===== src/rtl/serial_subtractor_if.sv =====
// Start/busy/done handshake bundle for the bit-serial subtractor.
// The master issues requests and operands; the slave returns status and results.
interface serial_subtractor_if #(
  parameter int WIDTH = 8
);
  logic             start;
  logic [WIDTH-1:0] a;
  logic [WIDTH-1:0] b;
  logic             busy;
  logic             done;
  logic [WIDTH-1:0] diff;
  logic             borrow_out;
  logic             overflow;

  modport master (
    output start, a, b,
    input  busy, done, diff, borrow_out, overflow
  );

  modport slave (
    input  start, a, b,
    output busy, done, diff, borrow_out, overflow
  );
endinterface


===== src/rtl/serial_subtractor.sv =====
// Bit-serial two's-complement subtractor: one full-subtractor cell and a borrow
// flip-flop compute a - b LSB first, one bit per clock.
module serial_subtractor #(
  parameter int WIDTH = 8
) (
  input logic               clk,
  input logic               rst,
  serial_subtractor_if.slave bus
);

  localparam int CNT_W = (WIDTH > 2) ? $clog2(WIDTH) : 1;

  typedef enum logic [1:0] {IDLE, SHIFT, DONE} state_t;

  state_t           state;
  logic [CNT_W-1:0] count;
  logic             borrow;
  logic             busy_r;
  logic             done_r;
  logic [WIDTH-1:0] diff_r;
  logic             borrow_out_r;
  logic             overflow_r;

  logic [WIDTH-1:0] sa;
  logic [WIDTH-1:0] sb;
  logic [WIDTH-2:0] res;
  logic             a_msb;
  logic             b_msb;

  logic             d_bit;
  logic             w_next;
  logic             accept;
  logic             last;
  logic [WIDTH-1:0] shifted;

  function automatic logic fs_diff(input logic x, input logic y, input logic w);
    return x ^ y ^ w;
  endfunction

  function automatic logic fs_borrow(input logic x, input logic y, input logic w);
    return (~x & y) | (~(x ^ y) & w);
  endfunction

  function automatic logic sub_ovf(input logic am, input logic bm, input logic dm);
    return (am != bm) && (dm != am);
  endfunction

  always_comb begin
    d_bit   = fs_diff(sa[0], sb[0], borrow);
    w_next  = fs_borrow(sa[0], sb[0], borrow);
    accept  = bus.start && ((state == IDLE) || (state == DONE));
    last    = (state == SHIFT) && (count == CNT_W'(WIDTH - 1));
    shifted = {d_bit, res};
  end

  // Control: state, counter, borrow and the registered result outputs.
  always_ff @(posedge clk) begin
    if (rst) begin
      state        <= IDLE;
      count        <= '0;
      borrow       <= 1'b0;
      busy_r       <= 1'b0;
      done_r       <= 1'b0;
      diff_r       <= '0;
      borrow_out_r <= 1'b0;
      overflow_r   <= 1'b0;
    end else begin
      case (state)
        IDLE, DONE: begin
          done_r <= 1'b0;
          if (accept) begin
            state  <= SHIFT;
            busy_r <= 1'b1;
            count  <= '0;
            borrow <= 1'b0;
          end else begin
            state  <= IDLE;
            busy_r <= 1'b0;
          end
        end
        SHIFT: begin
          borrow <= w_next;
          count  <= count + CNT_W'(1);
          if (last) begin
            state        <= DONE;
            busy_r       <= 1'b0;
            done_r       <= 1'b1;
            diff_r       <= shifted;
            borrow_out_r <= w_next;
            overflow_r   <= sub_ovf(a_msb, b_msb, d_bit);
          end
        end
        default: begin
          state  <= IDLE;
          busy_r <= 1'b0;
          done_r <= 1'b0;
        end
      endcase
    end
  end

  // Datapath: operand shift registers and the partial result, no reset needed.
  always_ff @(posedge clk) begin
    if (accept) begin
      sa    <= bus.a;
      sb    <= bus.b;
      a_msb <= bus.a[WIDTH-1];
      b_msb <= bus.b[WIDTH-1];
    end else if (state == SHIFT) begin
      sa  <= sa >> 1;
      sb  <= sb >> 1;
      res <= shifted[WIDTH-1:1];
    end
  end

  assign bus.busy       = busy_r;
  assign bus.done       = done_r;
  assign bus.diff       = diff_r;
  assign bus.borrow_out = borrow_out_r;
  assign bus.overflow   = overflow_r;

endmodule


===== src/flat_wrapper.sv =====
// flat-port wrapper written by rule: the top's interface ports become plain ports
module serial_subtractor_flat 
#(
  parameter int WIDTH = 8
)
  (clk, rst, bus_start, bus_a, bus_b, bus_busy, bus_done, bus_diff, bus_borrow_out, bus_overflow);
  serial_subtractor_if #(.WIDTH(WIDTH)) bus_i ();
  input logic clk;
  input logic rst;
  input wire logic [$bits(bus_i.start)-1:0] bus_start;
  input wire logic [$bits(bus_i.a)-1:0] bus_a;
  input wire logic [$bits(bus_i.b)-1:0] bus_b;
  output wire logic [$bits(bus_i.busy)-1:0] bus_busy;
  output wire logic [$bits(bus_i.done)-1:0] bus_done;
  output wire logic [$bits(bus_i.diff)-1:0] bus_diff;
  output wire logic [$bits(bus_i.borrow_out)-1:0] bus_borrow_out;
  output wire logic [$bits(bus_i.overflow)-1:0] bus_overflow;
  assign bus_i.start = bus_start;
  assign bus_i.a = bus_a;
  assign bus_i.b = bus_b;
  assign bus_busy = bus_i.busy;
  assign bus_done = bus_i.done;
  assign bus_diff = bus_i.diff;
  assign bus_borrow_out = bus_i.borrow_out;
  assign bus_overflow = bus_i.overflow;
  serial_subtractor #(.WIDTH(WIDTH)) u_core (.clk(clk), .rst(rst), .bus(bus_i));
endmodule

===== config.mk =====
export PLATFORM = sky130hd
export DESIGN_NAME = serial_subtractor_flat
export DESIGN_NICKNAME = d
export VERILOG_FILES = /design/src/rtl/serial_subtractor_if.sv /design/src/rtl/serial_subtractor.sv /design/src/flat_wrapper.sv
export SDC_FILE = /design/constraint.sdc
export NUM_CORES = 1
export LEC_CHECK = 0
export CAP_MARGIN = 30
export CORE_UTILIZATION = 50
export CTS_CLUSTER_DIAMETER = 200
export CTS_CLUSTER_SIZE = 12
export DETAILED_ROUTE_END_ITERATION = 6
export PLACE_DENSITY = 0.77
export REMOVE_ABC_BUFFERS = 1
export SYNTH_ARGS = -nofsm -noshare
export SYNTH_HDL_FRONTEND = slang
export SYNTH_SLANG_ARGS = --single-unit

===== constraint.sdc =====
create_clock -name clk -period 1.7 [get_ports clk]
set_input_delay 0.255 -clock clk [delete_from_list [all_inputs] [get_ports clk]]
set_output_delay 0.255 -clock clk [all_outputs]
set_load 0.02 [all_outputs]

### Word-level counts from Yosys, hierarchy flattened

Cells that the tools add are included.
W data, S select, Z words.

* bits in registers: 43
* logic and storage cells: 56
* bits of input ports: 19

* add/sub/neg operators: 1
* bitwise logic cells: 9
* multiplexer cells: 14
* reduce and logical (&&, ||, !) cells: 12
* equality and inequality tests: 7

Operators by type and width (number)
* $mux W8: 4
* $pmux W3 S2: 1
* $reduce_and A2 Y1: 3
* $mux W1: 4
* $ne A2 B1 Y1 const B: 2
* $not A1 Y1: 4
* $pmux W1 S2: 2
* $pmux W2 S2: 1
* $reduce_bool A2 Y1: 2
* $reduce_or A2 Y1: 2
* $add A3 B1 Y3 const B: 1
* $eq A3 B3 Y1 const B: 1
* $logic_and A1 B1 Y1: 3
* $mux W3: 1
* $and A1 B1 Y1: 2
* $eq A2 B1 Y1 const B: 1
* $eq A2 B2 Y1 const B: 1
* $logic_not A2 Y1: 1
* $mux W2: 1
* $ne A1 B1 Y1: 2
* $xor A1 B1 Y1: 2
* $logic_or A1 B1 Y1: 1
* $or A1 B1 Y1: 1

### Logic depth before layout (Yosys ltp)

* depth after elaboration: 5
* gate-level depth with buffers: 6
* gate-level depth less buffers: 5

### Worst setup path before layout

OpenSTA, ideal clock, no wires.

* path kind: register -> register
* start point: register u_core.sa[0]
* end point: register u_core.overflow_r (netlist: u_core.bus.overflow)
* stages on the path, launching flop included: 5
* library setup time: 0.123 ns
* data required time: 1.577 ns
* path slack: 0.214 ns
* buffers on the path: 0
* clock period less this slack: 1.486 ns
* arrival: 1.363 ns
* cell sequence: edfxtp_1 fa_1 and3b_1 a211oi_1 nor3_2

* longest elaborated chain between the ends: 4

Ends and longest elaborated chain
* start, declared: RTL line serial_subtractor.sv:24 `logic [WIDTH-1:0] sa;`
* start signal, assigned: RTL line serial_subtractor.sv:105 `sa <= bus.a;`
* start signal, assigned: RTL line serial_subtractor.sv:110 `sa <= sa >> 1;`
* $xor A1 B1 Y1 (2 in a row): RTL line serial_subtractor.sv:37 `return x ^ y ^ w;`
* named net u_core.d_bit: RTL line serial_subtractor.sv:30 `logic d_bit;`
* $ne A1 B1 Y1: RTL line serial_subtractor.sv:45 `return (am != bm) && (dm != am);`
* $logic_and A1 B1 Y1: RTL line serial_subtractor.sv:45
* end signal, assigned: RTL line serial_subtractor.sv:90 `overflow_r <= sub_ovf(a_msb, b_msb, d_bit);`
* end, declared: RTL line serial_subtractor.sv:22 `logic overflow_r;`

The timed path passes the listed nets, and every way through them passes these cells.
A chain may end at the register's enable or synchronous reset.

### Final worst setup path

* start point: register u_core.sb[0]
* end point: register u_core.overflow_r (netlist: u_core.bus.overflow)

* longest elaborated chain between the ends: 4

Ends and longest elaborated chain
* start, declared: RTL line serial_subtractor.sv:25 `logic [WIDTH-1:0] sb;`
* start signal, assigned: RTL line serial_subtractor.sv:106 `sb <= bus.b;`
* start signal, assigned: RTL line serial_subtractor.sv:111 `sb <= sb >> 1;`
* $xor A1 B1 Y1 (2 in a row): RTL line serial_subtractor.sv:37
* named net u_core.d_bit: RTL line serial_subtractor.sv:30
* $ne A1 B1 Y1: RTL line serial_subtractor.sv:45
* $logic_and A1 B1 Y1: RTL line serial_subtractor.sv:45

The timed path passes the listed nets, and every way through them passes these cells.

==> results.sh <==
export IMPL_cap_violations=0
export IMPL_p_sw_share_pct=23.5
export IMPL_timing_slew_headroom_pct=67.8
export IMPL_antenna_found_initial=0
export IMPL_syn_instance_count=156
export IMPL_drtPass1Iterations=4
export IMPL_clockBufferDepth=2
export IMPL_fillCellCount=275
export IMPL_worst_setup_path_start_kind="flop"
export IMPL_fraction_of_layout_cells_with_a_size_suffix_above_1_pct=8.90
export IMPL_worst_slew_pin_transition_ns=0.482
export IMPL_syn_area_sq_um=1700
export IMPL_post_cts_resize_count=0
export IMPL_grt_pass1_vias=1088
export IMPL_fin_tns_setup_ns=0
export IMPL_cts_sinks=43
export IMPL_route_antenna_remaining_nets=0
export IMPL_drt_first_iter_violations=36
export IMPL_worstPathArrival_ns=1.83
export IMPL_worst_skew_pair_late_latency_ns=0.35
export IMPL_p_leak_nw=0.805
export IMPL_postSynthRegisterBits=43
export IMPL_synth_largest_area_cell="sky130_fd_sc_hd__edfxtp_1"
export IMPL_fin_nets=212
export IMPL_clock_share_of_power_pct=24.6
export IMPL_row_count=20
export IMPL_syn_to_final_growth_pct=22.9
export IMPL_timing_max_transition_violations_final=0
export IMPL_finalCritPeriodShare_pct=93.4
export IMPL_grt_overflow=0
export IMPL_grt_pass1_wl_microns=4620
export IMPL_power_frac_seq_pct=64.5
export IMPL_die_width_microns=60.4
export IMPL_detail_route_drc_violations=0
export IMPL_number_of_cts_inserted_buffers=5
export IMPL_avgViaCountPerCell=4.94
export IMPL_route_vias_total=1161
export IMPL_detailedPlacementHpwl_microns=2030
export IMPL_area_of_the_die_sq_um=3640
export IMPL_cts_hold_repair_buffers=0
export IMPL_register_area_share_after_synthesis_pct=65.2
export IMPL_gp_congestion=0.717
export IMPL_synth_top_area_share_pct=44.1
export IMPL_synth_enable_flop_cells=25
export IMPL_end_kind="flop"
export IMPL_maxClockFrequency_mhz=630
export IMPL_min_delay_path_class="reg -> reg"
export IMPL_portBuffers=30
export IMPL_cts_tree="built"
export IMPL_synth_area_leaders="sky130_fd_sc_hd__edfxtp_1, sky130_fd_sc_hd__dfxtp_1, sky130_fd_sc_hd__nand2_1, sky130_fd_sc_hd__a21oi_1, sky130_fd_sc_hd__buf_6"
export IMPL_finalSetupViolCount=0
export IMPL_post_cts_repair_setup_buffers=0
export IMPL_p_total_mw=1.90
export IMPL_async_flop_share_pct=0
export IMPL_critical_path_max_fanout=4
export IMPL_synthMostInstantiatedCell="sky130_fd_sc_hd__nand2_1"
export IMPL_ys_flop_type="sky130_fd_sc_hd__edfxtp_1"
export IMPL_route_final_wire_length_microns=2760
export IMPL_yosysUniqueCellTypes=27
export IMPL_hold_worst_slack_ns=0.463
export IMPL_combPwrFrac_pct=10.9
export IMPL_floorplan_initialDensity_pct=54.0
export IMPL_cts_htree_levels=2
export IMPL_p_int_mw=1.45
export IMPL_critical_path_required_ns=1.94
export IMPL_power_per_cell_area_nw_per_um2=909
export IMPL_dp_slack_ns=0.0693
export IMPL_average_wire_per_standard_cell_microns=11.8
export IMPL_rsz0062_at_grt="no"
export IMPL_height_of_the_chip_microns=60.4
export IMPL_skew_ns=0.0103
export IMPL_floorplan_io_pins=31
export IMPL_setup_ws_ns=0.112
export IMPL_grt_usage_pct=17.6
export IMPL_synth_avg_cell_area_sq_um=10.9
export IMPL_grt_start_max_net_pins=19
export IMPL_run_status="completed"
export IMPL_irDropWorstVdd_mv=0.601
export IMPL_power_net_switching_mw=0.446
export IMPL_synth_top_cells_by_count="sky130_fd_sc_hd__nand2_1, sky130_fd_sc_hd__edfxtp_1, sky130_fd_sc_hd__dfxtp_1"
export IMPL_clk_root_buffer_cell="sky130_fd_sc_hd__clkbuf_4"
export IMPL_finalCriticalPeriod_ns=1.59
export IMPL_post_place_cells=227
export IMPL_core_sq_um=3150
export IMPL_antenna_cells=0
export IMPL_path_class="reg -> reg"
export IMPL_fin_cells=235
export IMPL_finalHoldViolCount=0
export IMPL_ys_warnings_count=0
export IMPL_clkTransAtPathRegs_ns=0.12
==> cell usage in the layout (no fill, tap or decap), types with 2 or more instances in the layout <==
cell and instances:
sky130_fd_sc_hd__clkbuf_4 5, sky130_fd_sc_hd__and3b_1 2, sky130_fd_sc_hd__a21oi_1 10, sky130_fd_sc_hd__buf_4 3, sky130_fd_sc_hd__dfxtp_1 18, sky130_fd_sc_hd__clkdlybuf4s50_1 30
sky130_fd_sc_hd__and2_1 2, sky130_fd_sc_hd__ha_1 2, sky130_fd_sc_hd__nand3_1 3, sky130_fd_sc_hd__nand2_1 61, sky130_fd_sc_hd__nand2b_1 2, sky130_fd_sc_hd__edfxtp_1 25
sky130_fd_sc_hd__nor2_1 6, sky130_fd_sc_hd__nor3b_1 2, sky130_fd_sc_hd__a21oi_2 2, sky130_fd_sc_hd__clkbuf_1 2, sky130_fd_sc_hd__inv_1 3
==> flip-flops by register name, indices dropped and copies added (netlist names) <==
signal and flops:
u_core.bus.overflow 1, u_core.res 7, u_core.borrow 1, u_core.bus.borrow_out 1
u_core.b_msb 1, u_core.sa 8, u_core.a_msb 1, u_core.bus.busy 1
u_core.bus.done 1, u_core.bus.diff 8, u_core.state 2, u_core.sb 8
u_core.count 3
==> cells by family (layout without fill, tap and decap cells) <==
kind of cell	Yosys count	after routing	synth area share, %
AND/OR/NAND/NOR	83	83	21.8
AO/OA/AOI/OAI	16	16	5.95
adder cells (fa/ha/maj)	3	3	2.64
flip-flops	43	43	65.2
buffers and inverters	11	46	4.33
==> power groups by stage <==
stage | registers, mW | logic, mW | clock network (mW)
2_1_floorplan | 1.24 | 0.109 | 0
3_3_place_gp | 1.24 | 0.202 | 0
3_5_place_dp | 1.25 | 0.209 | 0
4_1_cts | 1.23 | 0.210 | 0.477
5_1_grt | 1.24 | 0.231 | 0.522
6_report | 1.23 | 0.207 | 0.468
==> per-layer routing <==
metal / up-vias / part of all wire [%] / GRT usage [%]
met5: - / 0 / 0
met4: 0 / 1.7 / 8.97
met3: 6 / 5.1 / 3.84
met2: 32 / 51 / 31.4
met1: 536 / 42 / 19.7
li1: 587 / - / -
==> stage by stage <==
| step | utilization [%] | cell area, sq um |
|---|---|---|
| floorplan | - | 1640 |
| global placement | 64.8 | 2040 |
| detailed placement | 64.8 | 2040 |
| CTS | 66.3 | 2090 |
| global route | 66.3 | 2090 |
| finish | 66.3 | 2090 |
==> area by class of cell <==
class	count	area (sq um)	area share, %
Timing Repair Buffer	34	343	16.4
Sequential cell	43	1110	53.1
Multi-Input combinational cell	102	518	24.8
Clock buffer	7	45.0	2.15
Inverter	4	15.0	0.718
Tap cell	44	55.1	2.63
Clock inverter	1	5.00	0.239
==> critical path, cell delays in order, from the launching register on <==
cell and delay [ns]:
sky130_fd_sc_hd__edfxtp_1 0.34, sky130_fd_sc_hd__inv_1 0.05, sky130_fd_sc_hd__fa_1 0.53, sky130_fd_sc_hd__and3b_1 0.21
sky130_fd_sc_hd__a211oi_1 0.28, sky130_fd_sc_hd__nor3_2 0.07
==> final timing paths <==
kind,start,end,slack [ns],depth (start not counted)
worst max register to register,u_core.sb[0],u_core.bus.overflow,0.11,5
worst min register to register,u_core.bus.diff[6],u_core.bus.diff[6],0.46,2
worst max-delay path,u_core.sb[0],u_core.bus.overflow,0.11,5
worst min-delay path,u_core.bus.diff[6],u_core.bus.diff[6],0.46,2
No activity file was read; power rests on OpenSTA's default activity.
